==> config.mk <==
export PLATFORM = sky130hd
export DESIGN_NAME = dac_scan_sequencer
export DESIGN_NICKNAME = d
export VERILOG_FILES = /design/src/rtl/dac_scan_sequencer.sv
export SDC_FILE = /design/constraint.sdc
export NUM_CORES = 1
export LEC_CHECK = 0
export BUFFER_PORTS_ARGS = -buffer_cell sky130_fd_sc_hd__buf_2
export CAP_MARGIN = 20
export CORE_MARGIN = 2
export CORE_UTILIZATION = 50
export DETAILED_ROUTE_END_ITERATION = 16
export GPL_TIMING_DRIVEN = 0
export HOLD_SLACK_MARGIN = 0.1
export PLACE_DENSITY = 0.66
export SLEW_MARGIN = 10
export SYNTH_ARGS = -nofsm -noshare
export SYNTH_HDL_FRONTEND = slang
export SYNTH_SLANG_ARGS = --single-unit
==> constraint.sdc <==
create_clock -name clk -period 5.1 [get_ports clk]
set_input_delay 0.255 -clock clk [delete_from_list [all_inputs] [get_ports clk]]
set_output_delay 0.255 -clock clk [all_outputs]
set_load 0.1 [all_outputs]
==> src/rtl/dac_scan_sequencer.sv <==
// Register-programmed level scan for the MCP4921 SPI DAC master: code, frame request, dwell gate.
// Optional down sweep after the upper end is enabled by defining SCAN_BIDIR_EN.
module dac_scan_sequencer #(
  parameter int unsigned DATA_WIDTH  = 8,
  parameter int unsigned CODE_WIDTH  = 12,
  parameter int unsigned DWELL_WIDTH = 16,
  parameter int unsigned SPI_TIMEOUT = 1023
) (
  input  logic                  clk,
  input  logic                  nres,
  input  logic                  we,
  input  logic [DATA_WIDTH-1:0] addr,
  input  logic [DATA_WIDTH-1:0] data_in,
  output logic [DATA_WIDTH-1:0] data_out,
  output logic [CODE_WIDTH-1:0] dac_code,
  output logic                  dac_start_step,
  input  logic                  dac_done,
  output logic                  count_gate,
  output logic                  busy,
  output logic                  scan_done
);

  localparam int unsigned HiW = CODE_WIDTH - 8;
  localparam int unsigned ToW = $clog2(SPI_TIMEOUT + 1);
  localparam logic [ToW-1:0] ToMax = ToW'(SPI_TIMEOUT - 1);

  localparam logic [DATA_WIDTH-1:0] AddrCtrl    = DATA_WIDTH'('h30);
  localparam logic [DATA_WIDTH-1:0] AddrStartLo = DATA_WIDTH'('h31);
  localparam logic [DATA_WIDTH-1:0] AddrStartHi = DATA_WIDTH'('h32);
  localparam logic [DATA_WIDTH-1:0] AddrStopLo  = DATA_WIDTH'('h33);
  localparam logic [DATA_WIDTH-1:0] AddrStopHi  = DATA_WIDTH'('h34);
  localparam logic [DATA_WIDTH-1:0] AddrStep    = DATA_WIDTH'('h35);
  localparam logic [DATA_WIDTH-1:0] AddrDwellLo = DATA_WIDTH'('h36);
  localparam logic [DATA_WIDTH-1:0] AddrDwellHi = DATA_WIDTH'('h37);
  localparam logic [DATA_WIDTH-1:0] AddrStatus  = DATA_WIDTH'('h38);
  localparam logic [DATA_WIDTH-1:0] AddrPoints  = DATA_WIDTH'('h39);

  typedef enum logic [2:0] {StIdle, StLoad, StWaitDac, StDwell, StNext, StDone} state_e;

  state_e                 state_q, state_d;
  logic [CODE_WIDTH-1:0]  start_q, stop_q, sh_start_q, sh_stop_q;
  logic [7:0]             step_q, sh_step_q;
  logic [DWELL_WIDTH-1:0] dwell_q, sh_dwell_q;
  logic                   cont_q;
  logic                   bidir_en;
  logic [CODE_WIDTH-1:0]  code_q, code_d;
  logic                   down_q, down_d;
  logic [ToW-1:0]         to_cnt_q, to_cnt_d;
  logic [DWELL_WIDTH-1:0] dw_cnt_q, dw_cnt_d;
  logic [DATA_WIDTH-1:0]  points_q, points_d;
  logic                   done_q, done_d, timeout_q, timeout_d;
  logic [2:0]             sync_q;
  logic [DATA_WIDTH-1:0]  data_out_q, rd_data;
  logic                   start_wr, abort_wr, start_accept, done_edge;
  logic [CODE_WIDTH:0]    sum, diff;
  logic                   up_end, dn_end;

  assign start_wr     = we && (addr == AddrCtrl) && data_in[0];
  assign abort_wr     = we && (addr == AddrCtrl) && data_in[1];
  assign start_accept = start_wr && !abort_wr && (state_q == StIdle);
  assign done_edge    = sync_q[1] & ~sync_q[2];

`ifdef SCAN_BIDIR_EN
  logic bidir_q;
  always_ff @(posedge clk or negedge nres) begin
    if (!nres) begin
      bidir_q <= 1'b0;
    end else if (we && addr == AddrCtrl) begin
      bidir_q <= data_in[3];
    end
  end
  assign bidir_en = bidir_q;
`else
  assign bidir_en = 1'b0;
`endif

  always_ff @(posedge clk or negedge nres) begin
    if (!nres) begin
      cont_q  <= 1'b0;
      start_q <= '0;
      stop_q  <= '1;
      step_q  <= 8'h01;
      dwell_q <= DWELL_WIDTH'('h03E8);
    end else if (we) begin
      unique case (addr)
        AddrCtrl:    cont_q                 <= data_in[2];
        AddrStartLo: start_q[7:0]           <= data_in[7:0];
        AddrStartHi: start_q[CODE_WIDTH-1:8] <= data_in[HiW-1:0];
        AddrStopLo:  stop_q[7:0]            <= data_in[7:0];
        AddrStopHi:  stop_q[CODE_WIDTH-1:8]  <= data_in[HiW-1:0];
        AddrStep:    step_q                 <= data_in[7:0];
        AddrDwellLo: dwell_q[7:0]           <= data_in[7:0];
        AddrDwellHi: dwell_q[15:8]          <= data_in[7:0];
        default: ;
      endcase
    end
  end

  // Running scan works from a snapshot so bus writes cannot disturb it; zero step/dwell run as 1.
  always_ff @(posedge clk or negedge nres) begin
    if (!nres) begin
      sh_start_q <= '0;
      sh_stop_q  <= '1;
      sh_step_q  <= 8'h01;
      sh_dwell_q <= DWELL_WIDTH'(1);
    end else if (start_accept) begin
      sh_start_q <= start_q;
      sh_stop_q  <= stop_q;
      sh_step_q  <= (step_q == 8'h00) ? 8'h01 : step_q;
      sh_dwell_q <= (dwell_q == '0) ? DWELL_WIDTH'(1) : dwell_q;
    end
  end

  assign sum    = {1'b0, code_q} + (CODE_WIDTH + 1)'(sh_step_q);
  assign diff   = {1'b0, code_q} - (CODE_WIDTH + 1)'(sh_step_q);
  assign up_end = sum[CODE_WIDTH] || (sum[CODE_WIDTH-1:0] > sh_stop_q);
  assign dn_end = diff[CODE_WIDTH] || (diff[CODE_WIDTH-1:0] < sh_start_q);

  always_comb begin
    state_d   = state_q;
    code_d    = code_q;
    down_d    = down_q;
    to_cnt_d  = to_cnt_q;
    dw_cnt_d  = dw_cnt_q;
    points_d  = points_q;
    done_d    = done_q;
    timeout_d = timeout_q;
    unique case (state_q)
      StIdle: begin
        if (start_accept) begin
          code_d    = start_q;
          down_d    = 1'b0;
          points_d  = '0;
          done_d    = 1'b0;
          timeout_d = 1'b0;
          state_d   = StLoad;
        end
      end
      StLoad: begin
        to_cnt_d = '0;
        state_d  = StWaitDac;
      end
      StWaitDac: begin
        if (done_edge) begin
          dw_cnt_d = '0;
          state_d  = StDwell;
        end else if (to_cnt_q == ToMax) begin
          timeout_d = 1'b1;
          state_d   = StIdle;
        end else begin
          to_cnt_d = to_cnt_q + ToW'(1);
        end
      end
      StDwell: begin
        if (dw_cnt_q == sh_dwell_q - DWELL_WIDTH'(1)) begin
          points_d = points_q + DATA_WIDTH'(1);
          state_d  = StNext;
        end else begin
          dw_cnt_d = dw_cnt_q + DWELL_WIDTH'(1);
        end
      end
      StNext: begin
        if (!down_q && !up_end) begin
          code_d  = sum[CODE_WIDTH-1:0];
          state_d = StLoad;
        end else if ((down_q || bidir_en) && !dn_end) begin
          // Turning point steps straight down so the top code is not repeated.
          code_d  = diff[CODE_WIDTH-1:0];
          down_d  = 1'b1;
          state_d = StLoad;
        end else begin
          state_d = StDone;
        end
      end
      StDone: begin
        done_d = 1'b1;
        if (cont_q) begin
          code_d  = sh_start_q;
          down_d  = 1'b0;
          state_d = StLoad;
        end else begin
          state_d = StIdle;
        end
      end
      default: state_d = StIdle;
    endcase
    if (abort_wr) state_d = StIdle;
  end

  always_ff @(posedge clk or negedge nres) begin
    if (!nres) begin
      state_q   <= StIdle;
      code_q    <= '0;
      down_q    <= 1'b0;
      to_cnt_q  <= '0;
      dw_cnt_q  <= '0;
      points_q  <= '0;
      done_q    <= 1'b0;
      timeout_q <= 1'b0;
      sync_q    <= '0;
    end else begin
      state_q   <= state_d;
      code_q    <= code_d;
      down_q    <= down_d;
      to_cnt_q  <= to_cnt_d;
      dw_cnt_q  <= dw_cnt_d;
      points_q  <= points_d;
      done_q    <= done_d;
      timeout_q <= timeout_d;
      sync_q    <= {sync_q[1:0], dac_done};
    end
  end

  always_comb begin
    rd_data = '0;
    unique case (addr)
      AddrCtrl:    rd_data = DATA_WIDTH'({bidir_en, cont_q, 2'b00});
      AddrStartLo: rd_data = DATA_WIDTH'(start_q[7:0]);
      AddrStartHi: rd_data = DATA_WIDTH'(start_q[CODE_WIDTH-1:8]);
      AddrStopLo:  rd_data = DATA_WIDTH'(stop_q[7:0]);
      AddrStopHi:  rd_data = DATA_WIDTH'(stop_q[CODE_WIDTH-1:8]);
      AddrStep:    rd_data = DATA_WIDTH'(step_q);
      AddrDwellLo: rd_data = DATA_WIDTH'(dwell_q[7:0]);
      AddrDwellHi: rd_data = DATA_WIDTH'(dwell_q[15:8]);
      AddrStatus:  rd_data = DATA_WIDTH'({timeout_q, done_q, busy});
      AddrPoints:  rd_data = points_q;
      default:     rd_data = '0;
    endcase
  end

  always_ff @(posedge clk or negedge nres) begin
    if (!nres) begin
      data_out_q <= '0;
    end else begin
      data_out_q <= rd_data;
    end
  end

  assign data_out       = data_out_q;
  assign dac_code       = code_q;
  assign dac_start_step = (state_q == StLoad) || (state_q == StWaitDac);
  assign count_gate     = (state_q == StDwell);
  assign busy           = (state_q != StIdle);
  assign scan_done      = (state_q == StDone);

endmodule
==> results.yml <==
placed_design:
  place_ws_ns: -0.1915
  post-place-cells: 1252
  place_congestion: 0.9705
  port_buffers: 41
  dpl.hpwl_um: 18590
  place_area_um2: 9894
die:
  die_h_um: 140.8
  die-area_um2: 19830
  num_rows: 50
  start_util_pct: 50.54
  coreArea_um2: 18520
  die_w_um: 140.8
  pin_count: 44
cts:
  cts-root-buf: "clkbuf_16"
  clk_pin_slew_worst_paths_ns: 0.07
  htree_levels: 4
  cts_setup_buffers: 0
  clock_path_buffers: 2
  cts_buffers: 17
  worstSkewPairLatency_ns: 0.43
  cts_sinks: 160
  cts_tree: "built"
detailed_routing:
  drt_pass1_iterations: 5
  drt-wirelength-per-cell_um: 19.57
  first_iter_violations: 515
  wl_met2_um: 11480
  via_count: 7665
  avgViaCountPerCell: 5.951
  wl_met1_um: 11690
  ant_nets: 0
  routed-wl-met3_um: 1432
  drt_wl_total_um: 25210
  highest-signal-layer: "met4"
  remaining_drc_errors: 0
min_path:
  min_path_cells: 2
  hold_start: "data_in[7]"
  hold_end: "step_q[7]"
  min_path_type: "primary input to flip-flop"
setup_path:
  worstPathArrival_ns: 5.22
  timing.reg2reg.setup_slack_ns: 0.18
  worstSetupPathType: "flip-flop to flip-flop"
  cp.buffers_inverters: 2
  regToRegStartpoint: "sh_step_q[0]"
  r2r_end: "dac_code[11]"
  critPathCaptureType: "flip-flop"
  cp_data_required_time_ns: 5.40
  path_delay_family: "compound AO/OA/AOI/OAI gates"
  slowest_stage: "dfstp_2"
  path_cells: "ha_1 > inv_1 > fa_1 > nor2_1 > o311a_1 > nor3_1 > o21bai_2 > and3_1 > xor2_1 > ha_1 > nand4_1 > a211oi_1 > o41a_1 > o221ai_2 > nand3_2 > clkbuf_2 > a31oi_1 > a2bb2oi_1"
  worst_path_most_repeated_cell: "ha_1"
  crit_fanout: 10
  r2r_cells: 18
  startpoint_type: "flip-flop"
  slowest_delay_ns: 0.57
global_routing:
  grt_pass1_wl_um: 40200
  grt_usage_pct: 26.18
  gr-total-overflow: 0
  grt_pass1_vias: 7293
  grt_start_max_net_pins: 83
  antenna_found_initial: 0
yosys:
  yosys.cell_types.count: 69
  yosysTopAreaCell: "dfrtp_1"
  async_flop_share_pct: 100.0
  synth_area_leaders: "dfrtp_1 34%, dfstp_2 9.3%, mux2_2 6.9%"
  yosysWarnings: 0
  syn-instance-count: 976
  syn-mean-instance-area_um2: 9.589
  yosysTopAreaCellShare_pct: 33.96
  synthFlopType: "dfrtp_1"
  synth_seq_area_share_pct: 43.22
  synth_seq_cells: 160
  syn_nets: 1042
  synth-edff-count: 0
  netlist_area_um2: 9359
finish:
  final_cell_mix: "127 x dfrtp_1, 125 x nand2_1, 69 x nor2_1"
  drive_above_1_share_pct: 17.93
  final_cell_area_um2: 10500
  fin_cells: 1288
  antenna_cells: 0
  area_delta_synth_final_pct: 12.23
  final_common_cell: "dfrtp_1"
  fin_nets: 1107
sta:
  period_share_pct: 96.40
  fin_crit_ns: 4.916
  hold_slack_ns: 0.1272
  setup_ws_ns: 0.1838
  finalHoldViolCount: 0
  max-slew-margin-rel_pct: 20.75
  worst_pin_slew_ns: 1.172
  finalSetupViolations: 0
  final.setup_skew_ns: 0.009717
  slew_viol_final: 0
  max_freq_ghz: 0.2034
power:
  power_density_nw_per_um2: 456.1
  cellLeakagePower_nw: 4.980
  vdd_drop_max_mv: 0.2862
  p_total_mw: 4.791
status:
  status: "completed"
run:
  cap_violations: 0
==> where the power goes <==
| group | total, mW | leakage [nW] | switching (mW) | internal, mW |
|---|---|---|---|---|
| clock | 1.21 | 0.271 | 0.556 | 0.656 |
| combinational | 2.00 | 2.75 | 1.39 | 0.608 |
| sequential | 1.58 | 1.96 | 0.169 | 1.41 |
| total | 4.79 | 4.98 | 2.12 | 2.67 |
==> metal layers <==
layer	vias up	GRT usage [%]
met5	-	0
met4	0	8.211
met3	47	5.537
met2	236	40.67
met1	3779	37.00
li1	3603	-
==> state kept, by name (all words and copies together) (netlist names), 10 cells and up <==
signal / cells
sh_stop_q: 12
sh_dwell_q: 16
dw_cnt_q: 16
start_q: 12
sh_start_q: 12
to_cnt_q: 10
dwell_q: 16
stop_q: 12
dac_code: 12
==> logic make-up (layout without fill, tap and decap cells) <==
kind of cell	count (synthesis)	after routing	share of synthesized area [%]
buf+inv	91	169	3.676
fa+ha+maj	46	46	6.310
simple gates	351	351	18.34
xor+xnor	50	50	4.679
compound gates	192	192	13.14
flops	160	160	43.22
mux	86	86	10.63
==> cell type report <==
class,count,area [µm²]
repair buffers,46,272.8
clock buffers,19,452.9
flip-flops and latches,160,4045
fillers,1661,8014
well taps,234,292.8
multi-input cells,725,4991
clock inverters,13,103.9
plain buffers,38,146.4
inverters,53,198.9
==> synthesized netlist by cell type (3+ instances only) <==
master and instances:
dfrtp_1 127, clkbuf_1 36, a21o_1 4, ha_1 44, a21boi_0 3, nor2_1 69, nand2b_1 18, nand3_1 25
a31oi_1 11, mux2i_1 24, xnor2_1 24, a211oi_1 6, xor2_1 26, nor3_1 22, o211ai_1 5, a31o_2 3
mux2_2 57, and2_1 5, and3_1 12, o31a_1 3, nand2_1 125, o21bai_1 6, a22oi_1 6, nand3b_1 5
nor4b_1 3, inv_1 52, o22ai_1 3, a22o_1 7, nor2b_1 12, or2_2 4, o41ai_1 3, or3_1 4
nor4_1 11, o31ai_1 5, o21a_1 7, a21oi_1 37, o21ai_0 62, dfstp_2 33, mux4_2 5, nand4_1 24
==> worst max-delay path by stage <==
stage | startpoint | endpoint | slack, ns | cells after the start
finish | sh_step_q[0] | dac_code[11] | 0.18 | 18
global route | sh_step_q[0] | dac_code[8] | -0.01 | 18
CTS | sh_step_q[0] | dac_code[3] | 0.02 | 17
detailed placement | sh_step_q[0] | dac_code[8] | -0.19 | 18
global placement | sh_step_q[0] | dac_code[10] | -0.20 | 18
floorplan | dac_code[0] | dac_code[3] | 0.40 | 17
==> repair_timing <==
item	4_1_cts	5_1_grt
resized for setup	2	5
hold buffers	2	0
endpoints found under the hold margin	74	0
setup endpoints to repair	8	9
==> stage by stage <==
| stage | setup TNS (ns) | util (%) |
|---|---|---|
| 2_1_floorplan | 0 | - |
| 3_3_place_gp | -1.173 | 53.23 |
| 3_5_place_dp | -1.072 | 53.43 |
| 4_1_cts | 0 | 56.61 |
| 5_1_grt | -0.01898 | 56.72 |
| 6_report | 0 | 56.72 |
(Power assumes the default switching activity.)
